<file path="config.mk">
export PLATFORM = sky130hd
export DESIGN_NAME = snake_control_flat
export DESIGN_NICKNAME = d
export VERILOG_FILES = /design/src/rtl/snake_control_if.sv /design/src/rtl/snake_control.sv /design/src/flat_wrapper.sv
export SDC_FILE = /design/constraint.sdc
export NUM_CORES = 1
export LEC_CHECK = 0
export ABC_AREA = 0
export BUFFER_PORTS_ARGS = -buffer_cell sky130_fd_sc_hd__buf_4
export CORE_MARGIN = 5
export CORE_UTILIZATION = 65
export DETAILED_ROUTE_END_ITERATION = 16
export PLACE_DENSITY = 0.83
export SETUP_SLACK_MARGIN = 0.3
export SLEW_MARGIN = 20
export SYNTH_ARGS = -nofsm -noshare
export SYNTH_HDL_FRONTEND = slang
export SYNTH_SLANG_ARGS = --single-unit
export TNS_END_PERCENT = 30
</file>
<file path="constraint.sdc">
create_clock -name CLK -period 4.9 [get_ports CLK]
set_input_delay 0.245 -clock CLK [delete_from_list [all_inputs] [get_ports CLK]]
set_output_delay 0.245 -clock CLK [all_outputs]
set_load 0.03 [all_outputs]
</file>
<file path="src/rtl/snake_control_if.sv">
// Bus between the snake core, the game state machine, the direction decoder and the VGA stage.
interface snake_control_if;
  logic [9:0]  ADDR_H;
  logic [8:0]  ADDR_V;
  logic [1:0]  M_STATE;
  logic [1:0]  DIR;
  logic [7:0]  TARGET_H;
  logic [6:0]  TARGET_V;
  logic        REACHED;
  logic [11:0] COLOUR;
  logic        HIT;

  modport master (
    output ADDR_H, ADDR_V, M_STATE, DIR, TARGET_H, TARGET_V,
    input  REACHED, COLOUR, HIT
  );

  modport slave (
    input  ADDR_H, ADDR_V, M_STATE, DIR, TARGET_H, TARGET_V,
    output REACHED, COLOUR, HIT
  );
endinterface

</file>
<file path="src/rtl/snake_control.sv">
// Snake-game core: moves the snake on a 160x120 grid, flags capture/self-hit,
// and renders the colour of the currently addressed VGA pixel.
module snake_control #(
  parameter int unsigned MOVE_PERIOD = 10_000_000,
  parameter int unsigned MAX_LENGTH  = 20,
  parameter int unsigned INIT_LENGTH = 4
) (
  input  logic            CLK,
  input  logic            RESET,
  snake_control_if.slave  bus
);

  localparam int unsigned CNT_W = (MOVE_PERIOD > 1) ? $clog2(MOVE_PERIOD) : 1;
  localparam int unsigned LEN_W = $clog2(MAX_LENGTH + 1);
  localparam int unsigned H_W   = 8;
  localparam int unsigned V_W   = 7;

  typedef enum logic [1:0] {DIR_UP, DIR_RIGHT, DIR_DOWN, DIR_LEFT} dir_e;
  typedef enum logic [1:0] {ST_IDLE, ST_PLAY, ST_WIN, ST_LOSE} mstate_e;

  logic [H_W-1:0]   seg_h_q [MAX_LENGTH];
  logic [H_W-1:0]   seg_h_d [MAX_LENGTH];
  logic [V_W-1:0]   seg_v_q [MAX_LENGTH];
  logic [V_W-1:0]   seg_v_d [MAX_LENGTH];
  logic [LEN_W-1:0] len_q, len_d;
  dir_e             dir_q, dir_d;
  logic [CNT_W-1:0] cnt_q, cnt_d;
  logic             reached_q, reached_d;
  logic             hit_q, hit_d;
  logic [11:0]      colour_q, colour_d;

  mstate_e          m_state;
  dir_e             dir_req;
  logic [H_W-1:0]   head_h;
  logic [V_W-1:0]   head_v;
  logic [H_W-1:0]   cell_h;
  logic [V_W-1:0]   cell_v;
  logic             visible;
  logic             on_body;

  assign m_state = mstate_e'(bus.M_STATE);
  assign dir_req = dir_e'(bus.DIR);

  // Snake state: re-init while idle, advance on counter wrap while playing, freeze otherwise.
  always_comb begin
    seg_h_d   = seg_h_q;
    seg_v_d   = seg_v_q;
    len_d     = len_q;
    dir_d     = dir_q;
    cnt_d     = cnt_q;
    reached_d = 1'b0;
    hit_d     = 1'b0;
    head_h    = seg_h_q[0];
    head_v    = seg_v_q[0];

    case (m_state)
      ST_IDLE: begin
        for (int unsigned i = 0; i < MAX_LENGTH; i++) begin
          seg_h_d[i] = H_W'(80 - i);
          seg_v_d[i] = V_W'(60);
        end
        len_d = LEN_W'(INIT_LENGTH);
        dir_d = DIR_RIGHT;
        cnt_d = '0;
      end
      ST_PLAY: begin
        if (cnt_q == CNT_W'(MOVE_PERIOD - 1)) begin
          cnt_d = '0;
          // A request for the exact reverse direction is dropped.
          dir_d = (dir_req == dir_e'(dir_q ^ 2'd2)) ? dir_q : dir_req;
          case (dir_d)
            DIR_UP:    head_v = (seg_v_q[0] == V_W'(0))   ? V_W'(119) : seg_v_q[0] - V_W'(1);
            DIR_RIGHT: head_h = (seg_h_q[0] == H_W'(159)) ? H_W'(0)   : seg_h_q[0] + H_W'(1);
            DIR_DOWN:  head_v = (seg_v_q[0] == V_W'(119)) ? V_W'(0)   : seg_v_q[0] + V_W'(1);
            default:   head_h = (seg_h_q[0] == H_W'(0))   ? H_W'(159) : seg_h_q[0] - H_W'(1);
          endcase
          for (int unsigned i = 1; i < MAX_LENGTH; i++) begin
            seg_h_d[i] = seg_h_q[i-1];
            seg_v_d[i] = seg_v_q[i-1];
          end
          seg_h_d[0] = head_h;
          seg_v_d[0] = head_v;
          reached_d  = (head_h == bus.TARGET_H) && (head_v == bus.TARGET_V);
          if (reached_d && (len_q < LEN_W'(MAX_LENGTH))) begin
            len_d = len_q + LEN_W'(1);
          end
          // Post-shift segment i holds the pre-shift segment i-1.
          for (int unsigned i = 1; i < MAX_LENGTH; i++) begin
            if ((LEN_W'(i) < len_q) && (seg_h_q[i-1] == head_h) && (seg_v_q[i-1] == head_v)) begin
              hit_d = 1'b1;
            end
          end
        end else begin
          cnt_d = cnt_q + CNT_W'(1);
        end
      end
      default: ;
    endcase
  end

  // Pixel colour by priority: off-screen, head, body, target, background.
  always_comb begin
    cell_h  = bus.ADDR_H[9:2];
    cell_v  = bus.ADDR_V[8:2];
    visible = (bus.ADDR_H < 10'd640) && (bus.ADDR_V < 9'd480);
    on_body = 1'b0;
    for (int unsigned i = 1; i < MAX_LENGTH; i++) begin
      if ((LEN_W'(i) < len_q) && (seg_h_q[i] == cell_h) && (seg_v_q[i] == cell_v)) begin
        on_body = 1'b1;
      end
    end
    if (!visible) begin
      colour_d = 12'h000;
    end else if ((seg_h_q[0] == cell_h) && (seg_v_q[0] == cell_v)) begin
      colour_d = 12'hFF0;
    end else if (on_body) begin
      colour_d = 12'h0F0;
    end else if ((bus.TARGET_H == cell_h) && (bus.TARGET_V == cell_v)) begin
      colour_d = 12'hF00;
    end else begin
      colour_d = 12'h00F;
    end
  end

  always_ff @(posedge CLK) begin
    if (RESET) begin
      for (int unsigned i = 0; i < MAX_LENGTH; i++) begin
        seg_h_q[i] <= H_W'(80 - i);
        seg_v_q[i] <= V_W'(60);
      end
      len_q     <= LEN_W'(INIT_LENGTH);
      dir_q     <= DIR_RIGHT;
      cnt_q     <= '0;
      reached_q <= 1'b0;
      hit_q     <= 1'b0;
      colour_q  <= 12'h000;
    end else begin
      seg_h_q   <= seg_h_d;
      seg_v_q   <= seg_v_d;
      len_q     <= len_d;
      dir_q     <= dir_d;
      cnt_q     <= cnt_d;
      reached_q <= reached_d;
      hit_q     <= hit_d;
      colour_q  <= colour_d;
    end
  end

  assign bus.REACHED = reached_q;
  assign bus.HIT     = hit_q;
  assign bus.COLOUR  = colour_q;

endmodule

</file>
<file path="src/flat_wrapper.sv">
// flat-port wrapper written by rule: the top's interface ports become plain ports
module snake_control_flat 
#(
  parameter int unsigned MOVE_PERIOD = 10_000_000,
  parameter int unsigned MAX_LENGTH  = 20,
  parameter int unsigned INIT_LENGTH = 4
)
  (CLK, RESET, bus_ADDR_H, bus_ADDR_V, bus_M_STATE, bus_DIR, bus_TARGET_H, bus_TARGET_V, bus_REACHED, bus_COLOUR, bus_HIT);
  snake_control_if bus_i ();
  input  logic CLK;
  input  logic RESET;
  input wire logic [$bits(bus_i.ADDR_H)-1:0] bus_ADDR_H;
  input wire logic [$bits(bus_i.ADDR_V)-1:0] bus_ADDR_V;
  input wire logic [$bits(bus_i.M_STATE)-1:0] bus_M_STATE;
  input wire logic [$bits(bus_i.DIR)-1:0] bus_DIR;
  input wire logic [$bits(bus_i.TARGET_H)-1:0] bus_TARGET_H;
  input wire logic [$bits(bus_i.TARGET_V)-1:0] bus_TARGET_V;
  output wire logic [$bits(bus_i.REACHED)-1:0] bus_REACHED;
  output wire logic [$bits(bus_i.COLOUR)-1:0] bus_COLOUR;
  output wire logic [$bits(bus_i.HIT)-1:0] bus_HIT;
  assign bus_i.ADDR_H = bus_ADDR_H;
  assign bus_i.ADDR_V = bus_ADDR_V;
  assign bus_i.M_STATE = bus_M_STATE;
  assign bus_i.DIR = bus_DIR;
  assign bus_i.TARGET_H = bus_TARGET_H;
  assign bus_i.TARGET_V = bus_TARGET_V;
  assign bus_REACHED = bus_i.REACHED;
  assign bus_COLOUR = bus_i.COLOUR;
  assign bus_HIT = bus_i.HIT;
  snake_control #(.MOVE_PERIOD(MOVE_PERIOD), .MAX_LENGTH(MAX_LENGTH), .INIT_LENGTH(INIT_LENGTH)) u_core (.CLK(CLK), .RESET(RESET), .bus(bus_i));
endmodule
</file>
==> summary.md, run 1 <==
| Metric | Value |
|---|---|
| GRT met3 Usage | 0.113 |
| PwrDens | 290 nW/um^2 |
| Number of routed nets with antenna violations | 0 |
| Row Count | 64 |
| Ports | 54 |
| Top-area cell type share of the netlist area | 0.334 |
| Post-CTS Setup Repair Bufs | 0 |
| First-pass DRT Iterations | 6 |
| Crit. End Element | flip-flop |
| Worst-margin pin slew | 1140 ps |
| Largest area contributor in the netlist | dfxtp_1 |
| Antenna diodes | 0 |
| Post-cts sizing count | 0 |
| Post-DP HPWL | 47.6 mm |
| GR Layer Usage met1 | 0.522 |
| Layout area overhead | 9.11% |
| TNS Setup | 0 ps |
| Syn Nets | around 2,300 |
| Crit-path max FO | 11 |
| Die area | 34,600 sq um |
| Vias | 18,900 |
| All-Layer GR Usage | 0.416 |
| CTS Buffer Depth | 3 |
| Total power | approximately 6.4 mW |
| DIE WIDTH | 186 microns |
| # nets final | 2,218 |
| GR Overflow Total | 0 |
| Largest net degree at the start of global routing | around 150 |
| Initial antenna violation count | 2 |
| Count of mapped cells out of synthesis | around 2,200 |
| Hold_buf cts | 0 |
| Tmin final | 4330 ps |
| Hold Vio Cnt, Final | 0 |
| Warnings, synthesis | 0 |
| Synth async-reset ratio | 0 |
| Avg Vias per Cell | roughly 7.3 |
| Filler cells | 2,273 |
| Syn avg cell area | ~9.0 sq um |
| CP arrival | 4780 ps |
| Proportion of layout cells with a drive suffix above 1 | 0.0927 |
| Mapped Area | a little over 20,000 sq um |
| Busiest layer in global routing | met2 |
| WP data required | 5350 ps |
| Post-synth EDFFs | 0 |
| Initial Util | 0.658 |
| HP Class | in2reg |
| H-tree levels | 2 |
| Largest cells by area after synthesis | dfxtp_1, xor2_1, xnor2_1 |
| Critical path type | reg2reg |
| Vias in the first global route | 18,100 |
| Top achievable clock speed | ~230 MHz |
| Synth unique cells | 91 |
| Maximum vdd drop | 0.342 mV |
| Nature of the critical path startpoint | flip-flop |
| Sinks on the clock net | 336 |
| Total CTS buffers | 38 |
| Leak | 7.76 nW |
| RSZ-0062 raised after global routing | false |
| Seq cells post-synth | ~340 |
| Port buffer count | 49 |
| Slew headroom | 0.237 |
| Routed wire length | 74.1 mm |
| Global-route wire length before repair | 111 mm |
| Global routing usage on met2 | 0.621 |
| Finish-stage setup viols | 0 |
| CORE AREA | between 30,000 and 40,000 sq um |
| Min Hold Slack | about 100 ps |
| Starting DRT DRC Count | just under 3,000 |
| CTS root buf | clkbuf_16 |
| Max-Cap Viols | 0 |
| Synth Flop Type | dfxtp_1 |
| Status | completed |
| DR WL/cell | 28.5 microns |
| CTS tree | yes |
| # DRC | 0 |
| Fin. max-slew vios | 0 |
| Clock transition at the registers of the reported paths | 60 ps |
| Vert. Die Dim | 186 microns |
| Final period util | 0.883 |
| Register area share after synthesis | 0.334 |
| GPL Wtd Cong | 1.01 |
| Clk Latency, worst-skew pair | between 500 and 600 ps |
| Clock skew | 19.3 ps |
==> state kept, by name, summed over array words and instances (netlist names) <==
signal,count
u_core.len_q,5
u_core.bus.REACHED,1
u_core.dir_q,2
u_core.bus.COLOUR,3
u_core.seg_v_q,140
u_core.cnt_q,24
u_core.seg_h_q,160
u_core.bus.HIT,1
==> logic make-up after synthesis <==
kind of cell             after synthesis  synth area share
XOR/XNOR                             584             0.255
buffers and inverters                233            0.0514
flip-flops                           336             0.334
AO/OA/AOI/OAI                        537             0.201
AND/OR/NAND/NOR                      521             0.144
multiplexers                          20            0.0110
adder cells (fa/ha/maj)                7           0.00435
==> cell type report <==
cell class                      count  area (sq um)  area share
Multi-Input combinational cell   1669         12500       0.568
Sequential cell                   336          6730       0.306
Clock buffer                       56          1140      0.0519
Timing Repair Buffer               99           843      0.0384
Tap cell                          396           495      0.0226
Clock inverter                     13           183     0.00832
Inverter                           27           101     0.00462
==> worst max-delay path, stage by stage, from the launching register on <==
cell       delay [ps]
dfxtp_1           310
inv_1             210
ha_1              330
or3b_2            510
o31ai_1           320
a22o_1            840
xor2_1            140
a2111oi_0         480
nand4_1           160
nor3_1            600
nor4_1            160
a41oi_1           180
==> layer usage <==
layer / vias up / part of all wire
met5: - / 0.00082
met4: 4 / 0.086
met3: 517 / 0.13
met2: 1500 / 0.42
met1: 8910 / 0.36
li1: 7932 / -
==> synth_stat cells, types with 5 or more instances <==
library cell and number:
buf_1 31, a21oi_1 71, a22oi_1 8, nor3_1 37, a22o_1 132, xnor2_1 278
nand4_1 81, buf_6 6, or4_1 6, o22a_1 93, o21a_1 7, clkbuf_1 121
buf_4 22, nor2b_1 7, and2_1 6, nand3b_1 15, o2111ai_1 9, nor4_1 75
a21o_1 5, o31ai_1 5, buf_2 26, ha_1 7, nand2_1 64, or3_1 12
a31oi_1 14, inv_1 26, nand3_1 39, and3_1 17, o21ai_0 64, nor2_1 89
mux2i_1 13, dfxtp_1 336, a211oi_1 14, nand2b_1 45, o22ai_1 48, xor2_1 305
a2111oi_0 10
==> stage by stage <==
| step | cell area [sq um] | utilization | std cells | worst slack [ps] |
|---|---|---|---|---|
| finish | 22000 | 0.718 | 2596 | 571 |
| detailed placement | 20600 | 0.674 | 2527 | 811 |
| floorplan | 20100 | - | 2238 | 1690 |
| CTS | 21900 | 0.717 | 2596 | 751 |
| global route | 22000 | 0.718 | 2596 | 514 |
| global placement | 20600 | 0.674 | 2527 | 865 |
==> layout by cell type (no fill, tap or decap), types with 8 or more instances in the layout <==
cell type and instances:
nand2b_1 45, o2111ai_1 9, a2111oi_0 10, nand3_1 39, nor4_1 73, nand2_1 64, o21ai_0 64, or3_1 11
clkbuf_16 39, xor2_1 305, a21oi_1 70, nor2_1 87, and3_1 17, dfxtp_1 336, a211oi_1 14, xnor2_1 278
o22ai_1 47, a22oi_1 8, nand4_1 81, buf_12 8, inv_1 26, mux2i_1 12, nand3b_1 15, a22o_1 132
nor3_1 36, a31oi_1 14, buf_4 91, o22a_1 93, clkbuf_8 10
==> worst paths after layout <==
check                      start                to  slack [ps]  cells past startpoint
max          u_core.seg_h_q[152]    u_core.bus.HIT         570                     11
min                        RESET   u_core.cnt_q[6]         100                      2
max reg2reg  u_core.seg_h_q[152]    u_core.bus.HIT         570                     11
min reg2reg     u_core.cnt_q[23]  u_core.cnt_q[23]         490                      2
==> where the power goes <==
part	leakage (nW)	internal (mW)	switching [mW]
Combinational	4.41	0.203	0.414
Sequential	2.71	2.73	0.00680
Clock	0.638	1.83	1.19
No activity file was read; power rests on OpenSTA's default activity.
==> inputs of run 2 (changes only) <==
--- a/config.mk
+++ b/config.mk
@@ -11,6 +11,7 @@
 export CORE_UTILIZATION = 65
 export DETAILED_ROUTE_END_ITERATION = 16
 export PLACE_DENSITY = 0.83
+export RECOVER_POWER = 25
 export SETUP_SLACK_MARGIN = 0.3
 export SLEW_MARGIN = 20
 export SYNTH_ARGS = -nofsm -noshare
==> run 2 against run 1 <==
The run now ends with capacitance limit, slew limit left. Via count hardly changed. First-iteration DRC count is 2.9% higher. Final cell count unchanged. Non-clock buffer count did not move. Combinational power down 0.6%.
==> summary.md, run 2 (synthesis results as in run 1) <==
| Metric | Value |
|---|---|
| Status | finished with violations (was completed) |
| Violated checks | capacitance limit, slew limit |
| Clk Latency, worst-skew pair | 540 ps (about the same) |
| WHS Path Cells | 2 (unchanged) |
| Vias | 18,900 (about the same) |
| CTS root buf | clkbuf_16 (unchanged) |
| Global-route wire length before repair | 111 mm (unchanged) |
| Sinks on the clock net | 336 (unchanged) |
| Finish-stage setup viols | 0 (unchanged) |
| CORE AREA | 30,600 sq um (unchanged) |
| Hold Vio Cnt, Final | 0 (unchanged) |
| Total CTS buffers | 38 (unchanged) |
| Register Area | 6730 sq um (unchanged) |
| Post-cts sizing count | 0 (unchanged) |
| Clock skew | 19.7 ps (was 19.3 ps) |
| DR WL/cell | 28.6 microns (was 28.5 microns) |
| Ports | 54 (unchanged) |
| # DRC | 0 (unchanged) |
| Crit. End Element | flip-flop (unchanged) |
| Post-CTS Setup Repair Bufs | 0 (unchanged) |
| Final period util | 0.916 (was 0.883) |
| Crit-path max FO | 29 (was 11) |
| Footprint of the multi-input gates | 12,500 sq um (about the same) |
| Placed insts | 2,527 (unchanged) |
| HP Class | in2reg (unchanged) |
| CTS Buffer Depth | 3 (unchanged) |
| Most common cell after layout, fill and taps aside | dfxtp_1 (unchanged) |
| Clock transition at the registers of the reported paths | 60 ps (about the same) |
| Initial Util | 0.658 (unchanged) |
| Initial antenna violation count | 2 (unchanged) |
| Routed wire length | 74.2 mm (was 74.1 mm) |
| GPL Wtd Cong | 1.01 (unchanged) |
| PwrDens | 291 nW/um^2 (was 290 nW/um^2) |
| All-Layer GR Usage | 0.416 (unchanged) |
| Max reg flops | 160 (unchanged) |
| R2R setup slack | 410 ps (was 570 ps) |
| First-pass DRT Iterations | 6 (unchanged) |
| Fin cells | 2,596 (unchanged) |
| Final worst slack | 413 ps (was 571 ps) |
| Register bank with the most flops | u_core.seg_h_q (unchanged) |
| Row Count | 64 (unchanged) |
| R2R Path Start | u_core.cnt_q[0] (was u_core.seg_h_q[152]) |
| FF-to-FF End | u_core.seg_v_q[37] (was u_core.bus.HIT) |
| Number of routed nets with antenna violations | 0 (unchanged) |
| Top achievable clock speed | 223 MHz (was 231 MHz) |
| CP arrival | 4950 ps (was 4780 ps) |
| CTS tree | yes (unchanged) |
| Commonest cells after routing, fill and taps aside | dfxtp_1, xor2_1, xnor2_1 (unchanged) |
| Critical path launch point | u_core.cnt_q[0] (was u_core.seg_h_q[152]) |
| Hold_buf cts | 0 (unchanged) |
| WP data required | 5360 ps (was 5350 ps) |
| Largest net degree at the start of global routing | 149 (unchanged) |
| Leak | 7.69 nW (was 7.76 nW) |
| H-tree levels | 2 (unchanged) |
| Hold_sp | RESET (unchanged) |
| Maximum vdd drop | 0.342 mV (about the same) |
| Port buffer count | 49 (unchanged) |
| Antenna diodes | 0 (unchanged) |
| # nets final | 2,218 (unchanged) |
| Nature of the critical path startpoint | flip-flop (unchanged) |
| Die area | 34,600 sq um (unchanged) |
| TNS Setup | 0 ps (unchanged) |
| Slew headroom | -0.767 (was 0.237) |
| Layout area overhead | 8.68% (was 9.11%) |
| Fin. max-slew vios | 218 (was 0) |
| Worst hold endpoint | u_core.cnt_q[6] (unchanged) |
| Post-DP HPWL | 47.6 mm (unchanged) |
| Min Hold Slack | 103 ps (was 102 ps) |
| Vias in the first global route | 18,100 (unchanged) |
| RSZ-0062 raised after global routing | false (unchanged) |
| Pre-CTS setup slack | 811 ps (unchanged) |
| Regs by FF count | u_core.seg_h_q (160), u_core.seg_v_q (140), u_core.cnt_q (24) (unchanged) |
| R2R cell count | 10 (was 11) |
| Critical path type | reg2reg (unchanged) |
| GR Overflow Total | 0 (unchanged) |
| Max-Cap Viols | 3 (was 0) |
| Tmin final | 4490 ps (was 4330 ps) |
| DIE WIDTH | 186 microns (unchanged) |
| Worst-margin pin slew | 2650 ps (was 1140 ps) |
| Filler cells | 2,298 (was 2,273) |
| Vert. Die Dim | 186 microns (unchanged) |
| Starting DRT DRC Count | 2,976 (was 2,893) |
| Proportion of layout cells with a drive suffix above 1 | 0.0845 (was 0.0927) |
| Avg Vias per Cell | 7.26 (was 7.27) |
-- run 2: layout make-up --
type                       instances  area share
clock inverter                    13     0.00835
inverter                          27     0.00464
clock buffer                      56      0.0521
timing repair buffer              99      0.0351
tap                              396      0.0227
sequential                       336       0.308
multi-input combinational       1669       0.569
-- run 2: how the worst max path moves through the flow --
stage	end	slack, ps	cells past startpoint
after floorplan	u_core.bus.HIT	1690	14
after global placement	u_core.bus.HIT	870	12
after detailed placement	u_core.bus.HIT	810	12
after CTS	u_core.bus.HIT	750	11
after global routing	u_core.seg_v_q[74]	290	10
final	u_core.seg_v_q[37]	410	10
-- run 2: through the flow --
stage / area (sq um) / power, mW / util
floorplan: 20100 / 3.19 / -
global placement: 20600 / 3.37 / 0.674
detailed placement: 20600 / 3.39 / 0.674
CTS: 21900 / 6.34 / 0.717
global route: 21900 / 6.51 / 0.715
finish: 21900 / 6.37 / 0.715
-- run 2: critical path, cell delays in order (launching register included) --
cell	delay, ps
dfxtp_1	380
ha_1	210
and3_1	240
and3_1	190
nand2_1	70
nor4_1	530
nor2_1	170
nor2_2	560
clkbuf_1	1660
o22ai_1	190
nand2b_1	190
-- run 2: layer usage --
| metal | track usage | vias up | share of wire |
|---|---|---|---|
| li1 | - | 7936 | - |
| met1 | 0.522 | 8940 | 0.36 |
| met2 | 0.621 | 1466 | 0.42 |
| met3 | 0.113 | 511 | 0.13 |
| met4 | 0.288 | 4 | 0.085 |
| met5 | 0 | - | 0.00090 |
-- run 2: where the power goes --
part           internal [mW]  total [mW]  switching (mW)
clock                   1.83        3.01            1.19
sequential              2.73        2.74         0.00659
combinational          0.200       0.613           0.413
